--- config.mk ---
export PLATFORM = sky130hd
export DESIGN_NAME = vga_timing_gen
export DESIGN_NICKNAME = d
export VERILOG_FILES = /design/src/rtl/vga_timing_pkg.sv /design/src/rtl/vga_timing_gen_pipe_delay.sv /design/src/rtl/vga_timing_gen.sv
export SDC_FILE = /design/constraint.sdc
export NUM_CORES = 1
export LEC_CHECK = 0
export ABC_AREA = 1
export ABC_CLOCK_PERIOD_IN_PS = 1700
export CAP_MARGIN = 20
export CORE_UTILIZATION = 47
export DETAILED_ROUTE_END_ITERATION = 8
export PLACE_DENSITY = 0.77
export SYNTH_ARGS = -nofsm -noshare
export SYNTH_HDL_FRONTEND = slang
export SYNTH_SLANG_ARGS = --single-unit
export TNS_END_PERCENT = 50
--- constraint.sdc ---
create_clock -name vga_clk -period 1.7 [get_ports vga_clk]
set_clock_uncertainty 0.1 [all_clocks]
set_input_delay 0.255 -clock vga_clk [delete_from_list [all_inputs] [get_ports vga_clk]]
set_output_delay 0.255 -clock vga_clk [all_outputs]
set_load 0.02 [all_outputs]
--- src/rtl/vga_timing_pkg.sv ---
// ---------------------------------------------------------------------------
// vga_timing_pkg
// Shared timing constants and types for the 640x480@60 Hz VGA timing master.
// Holds the eight raw porch/sync/visible constants, the derived totals and
// sync windows, the coordinate type, the sync/blank bundle carried through
// the renderer-latency delay line, and a small range helper.
// ---------------------------------------------------------------------------
package vga_timing_pkg;

    // Horizontal timing, in pixel clocks
    localparam int unsigned H_VISIBLE = 640;
    localparam int unsigned H_FRONT   = 16;
    localparam int unsigned H_SYNC    = 96;
    localparam int unsigned H_BACK    = 48;

    // Vertical timing, in lines
    localparam int unsigned V_VISIBLE = 480;
    localparam int unsigned V_FRONT   = 10;
    localparam int unsigned V_SYNC    = 2;
    localparam int unsigned V_BACK    = 33;

    // Derived totals and sync windows (inclusive bounds)
    localparam int unsigned H_TOTAL  = H_VISIBLE + H_FRONT + H_SYNC + H_BACK;
    localparam int unsigned V_TOTAL  = V_VISIBLE + V_FRONT + V_SYNC + V_BACK;
    localparam int unsigned HS_START = H_VISIBLE + H_FRONT;
    localparam int unsigned HS_END   = H_VISIBLE + H_FRONT + H_SYNC - 1;
    localparam int unsigned VS_START = V_VISIBLE + V_FRONT;
    localparam int unsigned VS_END   = V_VISIBLE + V_FRONT + V_SYNC - 1;

    // Scan coordinate; 10 bits covers 0..799 and 0..524
    typedef logic [9:0] coord_t;

    // Signals that travel through the renderer-latency delay line
    typedef struct packed {
        logic hs;
        logic vs;
        logic blank;
    } sync_bits_t;

    // Inactive level of the bundle: syncs deasserted (high), not visible
    localparam sync_bits_t SYNC_BITS_IDLE = '{hs: 1'b1, vs: 1'b1, blank: 1'b0};

    // Inclusive window test on a coordinate
    function automatic logic in_window(input coord_t val, input coord_t lo, input coord_t hi);
        return (val >= lo) && (val <= hi);
    endfunction

endpackage

--- src/rtl/vga_timing_gen_pipe_delay.sv ---
// ---------------------------------------------------------------------------
// vga_pipe_delay
// Fixed-depth shift register for the {hs, vs, blank} bundle, so the sync and
// blank signals reach the pins on the same edge as the renderers' RGB.
//   clk_i   in   pixel clock
//   rst_i   in   asynchronous active-high reset; all stages load the idle word
//   data_i  in   {hs, vs, blank} aligned with DrawX/DrawY
//   data_o  out  data_i delayed by DEPTH clocks (DEPTH=0 is a pass-through)
// ---------------------------------------------------------------------------
module vga_pipe_delay
    import vga_timing_pkg::*;
#(
    parameter int unsigned DEPTH = 2
) (
    input  logic       clk_i,
    input  logic       rst_i,
    input  sync_bits_t data_i,
    output sync_bits_t data_o
);

    if (DEPTH == 0) begin : g_passthru
        assign data_o = data_i;
    end else begin : g_shift
        for (genvar gi = 0; gi < DEPTH; gi++) begin : g_stage
            sync_bits_t stage_q;
            sync_bits_t stage_d;

            // Stage 0 takes the live bundle, later stages take their predecessor
            if (gi == 0) begin : g_head
                assign stage_d = data_i;
            end else begin : g_tail
                assign stage_d = g_stage[gi-1].stage_q;
            end

            always_ff @(posedge clk_i or posedge rst_i) begin
                if (rst_i) begin
                    stage_q <= SYNC_BITS_IDLE;
                end else begin
                    stage_q <= stage_d;
                end
            end
        end

        assign data_o = g_stage[DEPTH-1].stage_q;
    end

endmodule

--- src/rtl/vga_timing_gen.sv ---
// ---------------------------------------------------------------------------
// vga_timing_gen
// Pixel-timing master for 640x480@60 Hz VGA. Free-running horizontal and
// vertical counters provide the scan coordinate; sync, blank and the
// line/frame strobes are decoded from the next-state counter values and
// registered so they change on the same edge as DrawX/DrawY.
//   vga_clk      in   pixel clock (25 MHz)
//   reset        in   asynchronous active-high reset
//   DrawX/DrawY  out  current scan coordinate (registered)
//   blank        out  1 while (DrawX,DrawY) is in the visible area
//   hs/vs        out  active-low syncs aligned with DrawX/DrawY
//   line_start   out  one-clock pulse at DrawX==0
//   frame_start  out  one-clock pulse at DrawX==0, DrawY==0
//   hs_d/vs_d/blank_d  out  hs/vs/blank delayed by PIPE_DELAY (0..4) clocks
//   sync         out  composite sync, unused, tied low
// During reset the counters park on the last pixel of the frame so the
// first edge after release lands on (0,0) with frame_start high.
// ---------------------------------------------------------------------------
module vga_timing_gen
    import vga_timing_pkg::*;
#(
    parameter int unsigned H_VISIBLE  = vga_timing_pkg::H_VISIBLE,
    parameter int unsigned H_FRONT    = vga_timing_pkg::H_FRONT,
    parameter int unsigned H_SYNC     = vga_timing_pkg::H_SYNC,
    parameter int unsigned H_BACK     = vga_timing_pkg::H_BACK,
    parameter int unsigned V_VISIBLE  = vga_timing_pkg::V_VISIBLE,
    parameter int unsigned V_FRONT    = vga_timing_pkg::V_FRONT,
    parameter int unsigned V_SYNC     = vga_timing_pkg::V_SYNC,
    parameter int unsigned V_BACK     = vga_timing_pkg::V_BACK,
    parameter int unsigned PIPE_DELAY = 2
) (
    input  logic       vga_clk,
    input  logic       reset,
    output logic [9:0] DrawX,
    output logic [9:0] DrawY,
    output logic       blank,
    output logic       hs,
    output logic       vs,
    output logic       line_start,
    output logic       frame_start,
    output logic       hs_d,
    output logic       vs_d,
    output logic       blank_d,
    output logic       sync
);

    // Timing constants narrowed to the coordinate width
    localparam coord_t H_LAST  = coord_t'(H_VISIBLE + H_FRONT + H_SYNC + H_BACK - 1);
    localparam coord_t V_LAST  = coord_t'(V_VISIBLE + V_FRONT + V_SYNC + V_BACK - 1);
    localparam coord_t H_VIS_C = coord_t'(H_VISIBLE);
    localparam coord_t V_VIS_C = coord_t'(V_VISIBLE);
    localparam coord_t HS_LO   = coord_t'(H_VISIBLE + H_FRONT);
    localparam coord_t HS_HI   = coord_t'(H_VISIBLE + H_FRONT + H_SYNC - 1);
    localparam coord_t VS_LO   = coord_t'(V_VISIBLE + V_FRONT);
    localparam coord_t VS_HI   = coord_t'(V_VISIBLE + V_FRONT + V_SYNC - 1);

    coord_t h_q, h_d;
    coord_t v_q, v_d;
    logic   h_wrap;

    logic blank_q, blank_next;
    logic hs_q, hs_next;
    logic vs_q, vs_next;
    logic line_start_q, line_start_next;
    logic frame_start_q, frame_start_next;

    sync_bits_t pipe_in;
    sync_bits_t pipe_out;

    // ------------------------------------------------------------------
    // Next-state counters
    // ------------------------------------------------------------------
    always_comb begin
        h_wrap = (h_q == H_LAST);
        h_d    = h_wrap ? '0 : h_q + coord_t'(1);
        v_d    = v_q;
        if (h_wrap) begin
            v_d = (v_q == V_LAST) ? '0 : v_q + coord_t'(1);
        end
    end

    // ------------------------------------------------------------------
    // Decode from the next-state coordinate so the registered flags are
    // valid for the same coordinate that DrawX/DrawY present.
    // vs depends only on v_d, which moves only at the h wrap, so it spans
    // whole lines.
    // ------------------------------------------------------------------
    always_comb begin
        blank_next       = (h_d < H_VIS_C) && (v_d < V_VIS_C);
        hs_next          = ~in_window(h_d, HS_LO, HS_HI);
        vs_next          = ~in_window(v_d, VS_LO, VS_HI);
        line_start_next  = (h_d == '0);
        frame_start_next = (h_d == '0) && (v_d == '0);
    end

    always_ff @(posedge vga_clk or posedge reset) begin
        if (reset) begin
            h_q           <= H_LAST;
            v_q           <= V_LAST;
            blank_q       <= 1'b0;
            hs_q          <= 1'b1;
            vs_q          <= 1'b1;
            line_start_q  <= 1'b0;
            frame_start_q <= 1'b0;
        end else begin
            h_q           <= h_d;
            v_q           <= v_d;
            blank_q       <= blank_next;
            hs_q          <= hs_next;
            vs_q          <= vs_next;
            line_start_q  <= line_start_next;
            frame_start_q <= frame_start_next;
        end
    end

    // ------------------------------------------------------------------
    // Renderer-latency delay line for the pin-side sync and blank
    // ------------------------------------------------------------------
    assign pipe_in = '{hs: hs_q, vs: vs_q, blank: blank_q};

    vga_pipe_delay #(
        .DEPTH (PIPE_DELAY)
    ) u_pipe (
        .clk_i  (vga_clk),
        .rst_i  (reset),
        .data_i (pipe_in),
        .data_o (pipe_out)
    );

    // ------------------------------------------------------------------
    // Outputs
    // ------------------------------------------------------------------
    assign DrawX       = h_q;
    assign DrawY       = v_q;
    assign blank       = blank_q;
    assign hs          = hs_q;
    assign vs          = vs_q;
    assign line_start  = line_start_q;
    assign frame_start = frame_start_q;
    assign hs_d        = pipe_out.hs;
    assign vs_d        = pipe_out.vs;
    assign blank_d     = pipe_out.blank;
    assign sync        = 1'b0;

endmodule

### Yosys cells after proc, flatten, opt, wreduce, memory -nomap -nowiden

Cells that the tools add are included.

* equality and inequality tests: 2
* add/subtract/negate cells: 2
* bitwise operators: 2
* reduce and logical (&&, ||, !) cells: 6
* magnitude comparators: 6
* muxes and demuxes: 3

Operator list (number)
* 10-bit 2-to-1 mux: 3
* 10-bit by 1-bit adder with 10-bit output (second input constant): 2
* 10-bit equality test (second input constant): 2
* 10-bit zero test: 2
* 10-bit greater-or-equal comparator (second input constant): 1
* 10-bit by 9-bit greater-or-equal comparator with 1-bit output (second input constant): 1
* 10-bit less-or-equal comparator (second input constant): 1
* 10-bit by 9-bit less-or-equal comparator with 1-bit output (second input constant): 1
* 10-bit < comparator (second input constant): 1
* 10-bit by 9-bit < comparator with 1-bit output (second input constant): 1
* 1-bit logical AND: 4
* 1-bit inverter: 2

* input bits: 2
* output and inout port bits: 29
* bits in registers: 31
* logic and storage cells: 34

### Depth between registers and ports, before layout

Gate-level depths: netlist of run 1.

* depth in word-level cells: 6
* gate-level depth with buffers: 13

### Modules after synthesis

A second synthesis of run 1 with hierarchy kept.

* cell total of the unflattened synthesis: 242
* area, all modules: 1775.5 um2

By module, submodules not included
* vga_timing_gen: sequential area each 640.6 um2, times used 1, cells each 235, area each 1616.6 um2
* vga_pipe_delay: sequential area each 155.1 um2, times used 1, cells each 7, area each 158.9 um2

### Worst setup path before layout of run 1

Ideal clock, no wire load.

* path kind: reg2reg
* start: register h_q[0] (netlist: DrawX[0])
* end: register frame_start_q (netlist: frame_start)
* setup slack: -207 ps
* stages on the path, launching flop included: 11
* data arrival time: 1736 ps
* cells stage by stage: dfstp_2 > ha_1 > nand2_2 > nor2_4 > nand3_4 > buf_6 > nand2_2 > nand2_2 > nor2_1 > nand3b_1 > nor2_1

* longest elaborated chain between the ends: 4
* elaborated cells on any way between the ends: 7
* classes of those cells: add/sub (1); eq/ne (1); mux (2); reduce/logical (3)

Ends and longest elaborated chain
* from (decl): RTL line vga_timing_gen.sv:57 `coord_t h_q, h_d;`
* from (signal assigned): RTL line vga_timing_gen.sv:98 `h_q <= H_LAST;`
* from (signal assigned): RTL line vga_timing_gen.sv:106 `h_q <= h_d;`
* 10-bit by 1-bit adder with 10-bit output or 10-bit equality test (tied branches): RTL line vga_timing_gen.sv:75, vga_timing_gen.sv:74
* 10-bit 2-to-1 mux, on equally long branches: RTL line vga_timing_gen.sv:75, vga_timing_gen.sv:77
* 10-bit zero test: RTL line vga_timing_gen.sv:93 `frame_start_next = (h_d == '0) && (v_d == '0);`
* 1-bit logical AND *: RTL line vga_timing_gen.sv:93
* via frame_start_next: RTL line vga_timing_gen.sv:65 `logic frame_start_q, frame_start_next;`
* to (signal assigned): RTL line vga_timing_gen.sv:112 `frame_start_q <= frame_start_next;`
* to (decl): RTL line vga_timing_gen.sv:65

Mark *: on every way through the listed nets, which the timed path passes. The rest lies on a longest branch.

### Final worst setup path of run 1

Ends and elaborated chain as after synthesis.

==> run summary, run 1 <==
status -> finished with violations
violated checks -> setup timing
required time worst endpoint -> 1.82 ns
synthesized area -> 1770 µm²
first-pass GRT wire length -> 7550 µm
Syn Nets -> 247
critical path peak fanout -> 8
DRT Pass-1 Iters -> 4
Max VDD drop -> 0.000491 V
cells on worst reg2reg path -> 11
hold crit path type -> input port to asynchronous set/reset pin
xor/xnor share of the synthesized area -> 0.00494
Synth Area in Simple Gates -> 0.371
largest family of logic cells by synthesized area -> simple AND/OR/NAND/NOR gates
Seq/Total Area, Yosys -> 0.449
CTS Root Cell -> clkbuf_8
post-synthesis compound-gate area fraction -> 0.0353
mux contribution to synthesized area -> 0
layout cell share with drive strength beyond 1 -> 0.352
Clock Power Share -> 0.497
crit path DAT -> 2.06 ns
routed via count -> 1828
GRT overflow -> 0
P_int -> 1.22 mW
Switching Fraction -> 0.194
# diodes -> 0
final setup vio count -> 11
Nets -> 323
Vias/cell -> 5.02
post-synth cell types -> 30
io pins -> 31
Num CTS Buffers -> 5
Clock Pin Slew Worst Setup and Hold Paths -> 0.07 ns
total number of yosys warnings -> 0
worst setup margin -> -0.245 ns
PwrDens -> 564 nW/µm²
most common cell after layout, fill and taps aside -> nand2_1
P_sw -> 0.293 mW
Fmax -> 514 MHz
area of the multi-input gates -> 930 µm²
initial antenna violation count -> 0
RSZ-0062 raised after global routing -> yes
top cells by area, synth -> dfstp_2 (24%), dfrtp_1 (21%), nand2_1 (15%), inv_1 (8.5%), nor2_1 (7.0%)
Worst-Skew Late Latency -> 0.28 ns
post-route setup TNS -> -1.29 ns
cell taking the most area after synthesis -> dfstp_2
min Tclk post-route -> 1.95 ns
period utilization -> 1.14
vias in the first global route -> 1713
# fillers -> 273
die area -> 4020 µm²
Logic pwr share -> 0.013
Fin Hold WS -> 0.247 ns
Die Wd -> 63.4 µm
Die Height -> 63.4 µm
clk buf depth -> 2
FP Rows -> 21
Synth Instances -> 241
EDFF count, synth -> 0
adder-cell area share of the yosys netlist -> 0.0282
CP startpoint kind -> flop
CTS tree -> done
Core Region -> 3470 µm²
Synth Flop Type -> dfstp_2
Final Wtd Congestion -> 0.922
port buffer count -> 29
GR Util All Layers -> 0.247
#FFs+latches synth -> 31
most frequent cells in the layout -> nand2_1 (59), inv_1 (38), buf_4 (38), nor2_1 (29), dlygate4sd2_1 (23)
Routed wire per std cell -> 13.5 µm
WL final -> 4900 µm
CP Capture Type -> flop
largest net degree at the start of global routing -> 32
Syn Area/Cell -> 7.35 µm²
Max Cap Violations -> 0
Post-synth ARST share -> 1.00
post-route ant nets -> 0
clock net sink count -> 31
Reg power frac -> 0.490
Starting Density -> 0.511
hpwl dp -> 3240 µm
CTS HTree Levels -> 2
synthesis-to-layout area growth -> 51.1%
critical path type -> flop to flop
fin. max-slew vios -> 0
total leakage power -> 1.44 nW
initial drt markers -> 112
Final Hold Fails -> 0
FF+latch area -> 796 µm²
post-synth top area share -> 0.237
residual DRC count -> 0
==> flip-flops by register name, indices dropped and copies added (netlist names) <==
register,count
DrawX,10
DrawY,10
blank,1
frame_start,1
hs,1
line_start,1
u_pipe.data_o,3
u_pipe.g_shift.g_stage.stage_q,3
vs,1
==> layer usage <==
metal  global-route usage  part of all wire
met5                    0                 0
met3               0.0453             0.054
met1                0.306              0.40
met2                0.420              0.51
met4                0.102             0.033
==> area by class of cell <==
class,instances,area share
inverters,44,0.0636
well taps,46,0.0215
multi-input cells,163,0.347
repair buffers,72,0.226
clock inverters,2,0.0131
flip-flops and latches,31,0.297
clock buffers,6,0.0309
==> power groups by stage <==
stage	Combinational (mW)	Clock, mW	Sequential [mW]
3_5_place_dp	0.0207	0	0.752
6_report	0.0197	0.751	0.740
4_1_cts	0.0205	0.768	0.739
2_1_floorplan	0.0143	0	0.752
5_1_grt	0.0232	0.806	0.739
3_3_place_gp	0.0203	0	0.752
==> cell families after synthesis <==
| logic type | count (synthesis) |
|---|---|
| xor gates and xnor gates | 1 |
| DFF | 31 |
| AOI/OAI and AO/OA | 10 |
| and+or+nand+nor | 146 |
| adders and majority gates | 4 |
| other | 1 |
| buffers and inverters | 48 |
==> critical path, cell delays in order (launching register included) <==
cell and delay, ns:
dfstp_2 0.55, ha_4 0.16, nand2_4 0.06, nor2_4 0.18
nand3_4 0.18, inv_4 0.14, nand2_1 0.07, nand2_2 0.10
nand2_1 0.07, nor2_1 0.11, nand3_1 0.09, nor2_1 0.08
==> worst paths after layout <==
kind                                                       from          endpoint  slack, ns
setup / recovery                                       DrawX[0]       frame_start      -0.25
hold / removal                                            reset          DrawY[5]       0.25
setup reg to reg                                       DrawX[0]       frame_start      -0.25
min in group vga_clk       u_pipe.g_shift.g_stage[0].stage_q[0]  u_pipe.data_o[0]       0.25
hold reg to reg            u_pipe.g_shift.g_stage[0].stage_q[0]  u_pipe.data_o[0]       0.25
max in group asynchronous                                 reset          DrawX[9]       0.93
==> through the flow <==
stage / power [mW] / util / setup slack, ns / cell area (µm²) / cells
floorplan: 0.766 / - / -0.131 / 1790 / 241
global placement: 0.772 / 0.696 / -0.165 / 2410 / 352
detailed placement: 0.772 / 0.696 / -0.217 / 2410 / 352
CTS: 1.53 / 0.741 / -0.183 / 2570 / 363
global route: 1.57 / 0.772 / -0.373 / 2680 / 364
finish: 1.51 / 0.772 / -0.245 / 2680 / 364
==> cells in the mapped netlist, types with 2 or more instances <==
cell type and count:
nor2_1 33, nand2_1 69, ha_1 4, nand4_1 8, nor2_2 2, nand3_1 18, dfrtp_1 15, dfstp_2 16
nand2_2 7, o21ai_1 3, o21bai_1 3, inv_2 3, nor3_1 3, inv_1 40, nor3_2 2
==> what timing repair did <==
| item | in CTS | in global routing |
|---|---|---|
| setup endpoints to repair | 31 | 17 |
| pin swaps | 12 | 14 |
| cloned | 1 | 0 |
| resized for setup | 36 | 26 |
| setup buffers | 2 | 1 |
| hold buffers | 0 | 0 |
Note: power is estimated with default switching activity, not from simulation.
==> inputs of run 2 (changes only) <==
--- a/config.mk
+++ b/config.mk
@@ -9,6 +9,7 @@
 export ABC_CLOCK_PERIOD_IN_PS = 1700
 export CAP_MARGIN = 20
 export CORE_UTILIZATION = 47
+export CTS_BUF_LIST = sky130_fd_sc_hd__clkbuf_8 sky130_fd_sc_hd__clkbuf_16
 export DETAILED_ROUTE_END_ITERATION = 8
 export PLACE_DENSITY = 0.77
 export SYNTH_ARGS = -nofsm -noshare
==> results of run 2 <==
The final DEF is identical to that of run 1; final timing and power are the same.
==> inputs of run 3 (changes only) <==
--- a/config.mk
+++ b/config.mk
@@ -6,12 +6,12 @@
 export NUM_CORES = 1
 export LEC_CHECK = 0
 export ABC_AREA = 1
-export ABC_CLOCK_PERIOD_IN_PS = 1700
+export ABC_CLOCK_PERIOD_IN_PS = 2380
 export CAP_MARGIN = 20
-export CORE_UTILIZATION = 47
+export CORE_UTILIZATION = 55
 export CTS_BUF_LIST = sky130_fd_sc_hd__clkbuf_8 sky130_fd_sc_hd__clkbuf_16
 export DETAILED_ROUTE_END_ITERATION = 8
-export PLACE_DENSITY = 0.77
+export PLACE_DENSITY = 0.85
 export SYNTH_ARGS = -nofsm -noshare
 export SYNTH_HDL_FRONTEND = slang
 export SYNTH_SLANG_ARGS = --single-unit
==> constraint.sdc (replaced) <==
create_clock -name vga_clk -period 2.38 [get_ports vga_clk]
set_clock_uncertainty 0.1 [all_clocks]
set_input_delay 0.357 -clock vga_clk [delete_from_list [all_inputs] [get_ports vga_clk]]
set_output_delay 0.357 -clock vga_clk [all_outputs]
set_load 0.02 [all_outputs]
==> run 3 against run 2 <==
Against the previous run: the flow now finishes without violations; sequential cell count stayed put; highest routed layer unchanged; sequential power is 29% lower; first-iteration DRC count is 19% lower; sequential share of layout area is 6.2 points higher; register-to-register slack better by 0.52 ns; critical path type unchanged; clock power is 29% lower; fmax is 7.4% lower; non-clock buffer count is 42 lower.
==> run summary, run 3 (synthesis results as in run 1) <==
status -> completed
Die Wd -> 58.8 µm (-7.3%)
Die Height -> 58.8 µm (-7.3%)
hold worst-path end -> u_pipe.data_o[2]
min Tclk post-route -> 2.10 ns (+0.156 ns)
die area -> 3450 µm² (-14%)
Worst-Skew Late Latency -> 0.29 ns (about the same)
required time worst endpoint -> 2.49 ns (+0.67 ns)
layout cell share with drive strength beyond 1 -> 0.149 (-0.203)
DRT Pass-1 Iters -> 5 (+1)
Core Region -> 3050 µm² (-12%)
most common cell after layout, fill and taps aside -> nand2_1
critical path type -> flop to flop
Max VDD drop -> 0.000365 V (-26%)
hold depth -> 0
# diodes -> 0 (unchanged)
post-route setup TNS -> 0 ns (+1.29 ns)
residual DRC count -> 0 (unchanged)
area post-placement -> 2100 µm² (-13%)
clock net sink count -> 31 (unchanged)
FF-to-FF End -> frame_start
GR Util All Layers -> 0.247 (-0.000809)
hold path startpoint -> u_pipe.g_shift.g_stage[0].stage_q[2]
hold crit path type -> flop to flop
CTS tree -> done
crit path DAT -> 2.21 ns (+0.15 ns)
# fillers -> 253 (-7.3%)
Vias/cell -> 5.03 (+0.12%)
RSZ-0062 raised after global routing -> no
Non-Filler Instances -> 319 (-12%)
largest net degree at the start of global routing -> 32 (unchanged)
P_sw -> 0.205 mW (-30%)
Max Cap Violations -> 0 (unchanged)
Switching Fraction -> 0.191 (-0.00328)
post-route ant nets -> 0 (unchanged)
Worst R2R Start -> DrawX[0]
PwrDens -> 485 nW/µm² (-14%)
Clock Power Share -> 0.495 (-0.002)
worst reg2reg setup slack -> 0.28 ns (+0.52 ns)
Nets -> 280 (-13%)
clk buf depth -> 2 (unchanged)
CP startpoint kind -> flop
dpl cells -> 311 (-12%)
CP Capture Type -> flop
hpwl dp -> 2850 µm (-12%)
Final Wtd Congestion -> 0.930 (+0.87%)
P_int -> 0.869 mW (-29%)
Routed wire per std cell -> 12.0 µm (-11%)
total leakage power -> 1.13 nW (-22%)
synthesis-to-layout area growth -> 24.9%
routed via count -> 1604 (-12%)
Pwr Total -> 1.07 mW (-29%)
CTS HTree Levels -> 2 (unchanged)
initial antenna violation count -> 0 (unchanged)
Logic pwr share -> 0.013 (about the same)
fin. max-slew vios -> 0 (unchanged)
Setup Buffers After CTS -> 0 (-2)
Num CTS Buffers -> 5 (unchanged)
CTS Root Cell -> clkbuf_8
port buffer count -> 29 (unchanged)
first-pass GRT wire length -> 6260 µm (-17%)
FP Rows -> 20 (-4.8%)
Starting Density -> 0.580 (+0.0695)
fin area -> 2210 µm² (-17%)
period utilization -> 0.883 (-0.261)
hold_buf cts -> 0 (unchanged)
Resized Gates After CTS -> 0 (-100%)
Fmax -> 476 MHz (-7.4%)
vias in the first global route -> 1477 (-14%)
final setup vio count -> 0 (-11)
Final Hold Fails -> 0 (unchanged)
WL final -> 3820 µm (-22%)
GRT overflow -> 0 (unchanged)
Clock Pin Slew Worst Setup and Hold Paths -> 0.06 ns (about the same)
initial drt markers -> 91 (-19%)
post-layout util -> 0.725 (-0.0466)
critical path peak fanout -> 17 (+9)
Reg power frac -> 0.492 (+0.002)
io pins -> 31 (unchanged)
most frequent cells in the layout -> nand2_1 (69), inv_1 (40), nor2_1 (33), clkdlybuf4s50_1 (29), nand3_1 (18)
cells on worst reg2reg path -> 11 (unchanged)
[run 3: changes by cell type in the layout (fill, tap and decap cells not counted), sizes merged]
cell | previous run | this run
dlymetal6s2s | 1 | 0
clkdlybuf4s50 | 5 | 29
nand3 | 20 | 19
buf | 43 | 1
dlygate4sd2 | 23 | 0
[run 3: critical path: stages (launching register included)]
cell and delay (ns):
dfstp_2 0.59, ha_1 0.22, nand2_2 0.10, nor2_4 0.14, nand3_4 0.20, inv_2 0.16
nand2_1 0.06, nand2_1 0.11, nand2_1 0.06, nor2_1 0.12, nand3_1 0.08, nor2_1 0.09
[run 3: cell type report]
| cell class | count | area (µm²) | share of cell area |
|---|---|---|---|
| inverter | 44 | 165 | 0.0746 |
| timing repair buffer | 30 | 298 | 0.135 |
| clock inverter | 2 | 35.0 | 0.0158 |
| sequential | 31 | 796 | 0.360 |
| tap | 44 | 55.1 | 0.0249 |
| clock buffer | 6 | 82.6 | 0.0373 |
| multi-input combinational | 162 | 782 | 0.353 |
[run 3: metal layers]
| layer | track usage | wire [µm] | vias to the layer above |
|---|---|---|---|
| met1 | 0.291 | 1660 | 753 |
| met3 | 0.0484 | 147 | 10 |
| li1 | - | - | 799 |
| met5 | 0 | 0 | - |
| met4 | 0.112 | 81 | 0 |
| met2 | 0.432 | 1920 | 42 |
[run 3: metrics by stage]
step	worst slack (ns)	hold slack, ns
detailed placement	0.309	0.249
global route	0.0975	0.263
CTS	0.290	0.258
finish	0.279	0.257
floorplan	0.473	0.231
global placement	0.322	0.236
[run 3: worst max-delay path by stage]
stage	from	end	slack, ns
4_1_cts	DrawX[0]	frame_start	0.29
5_1_grt	DrawX[0]	frame_start	0.1
3_5_place_dp	DrawX[0]	frame_start	0.31
2_1_floorplan	DrawX[0]	frame_start	0.47
3_3_place_gp	DrawX[0]	frame_start	0.32
6_report	DrawX[0]	frame_start	0.28
[run 3: power by group through the flow]
stage / registers, mW / clock network, mW / logic, mW
finish: 0.528 / 0.532 / 0.0137
global route: 0.528 / 0.562 / 0.0166
CTS: 0.528 / 0.540 / 0.0143
detailed placement: 0.537 / 0 / 0.0144
global placement: 0.537 / 0 / 0.0142
floorplan: 0.537 / 0 / 0.0102
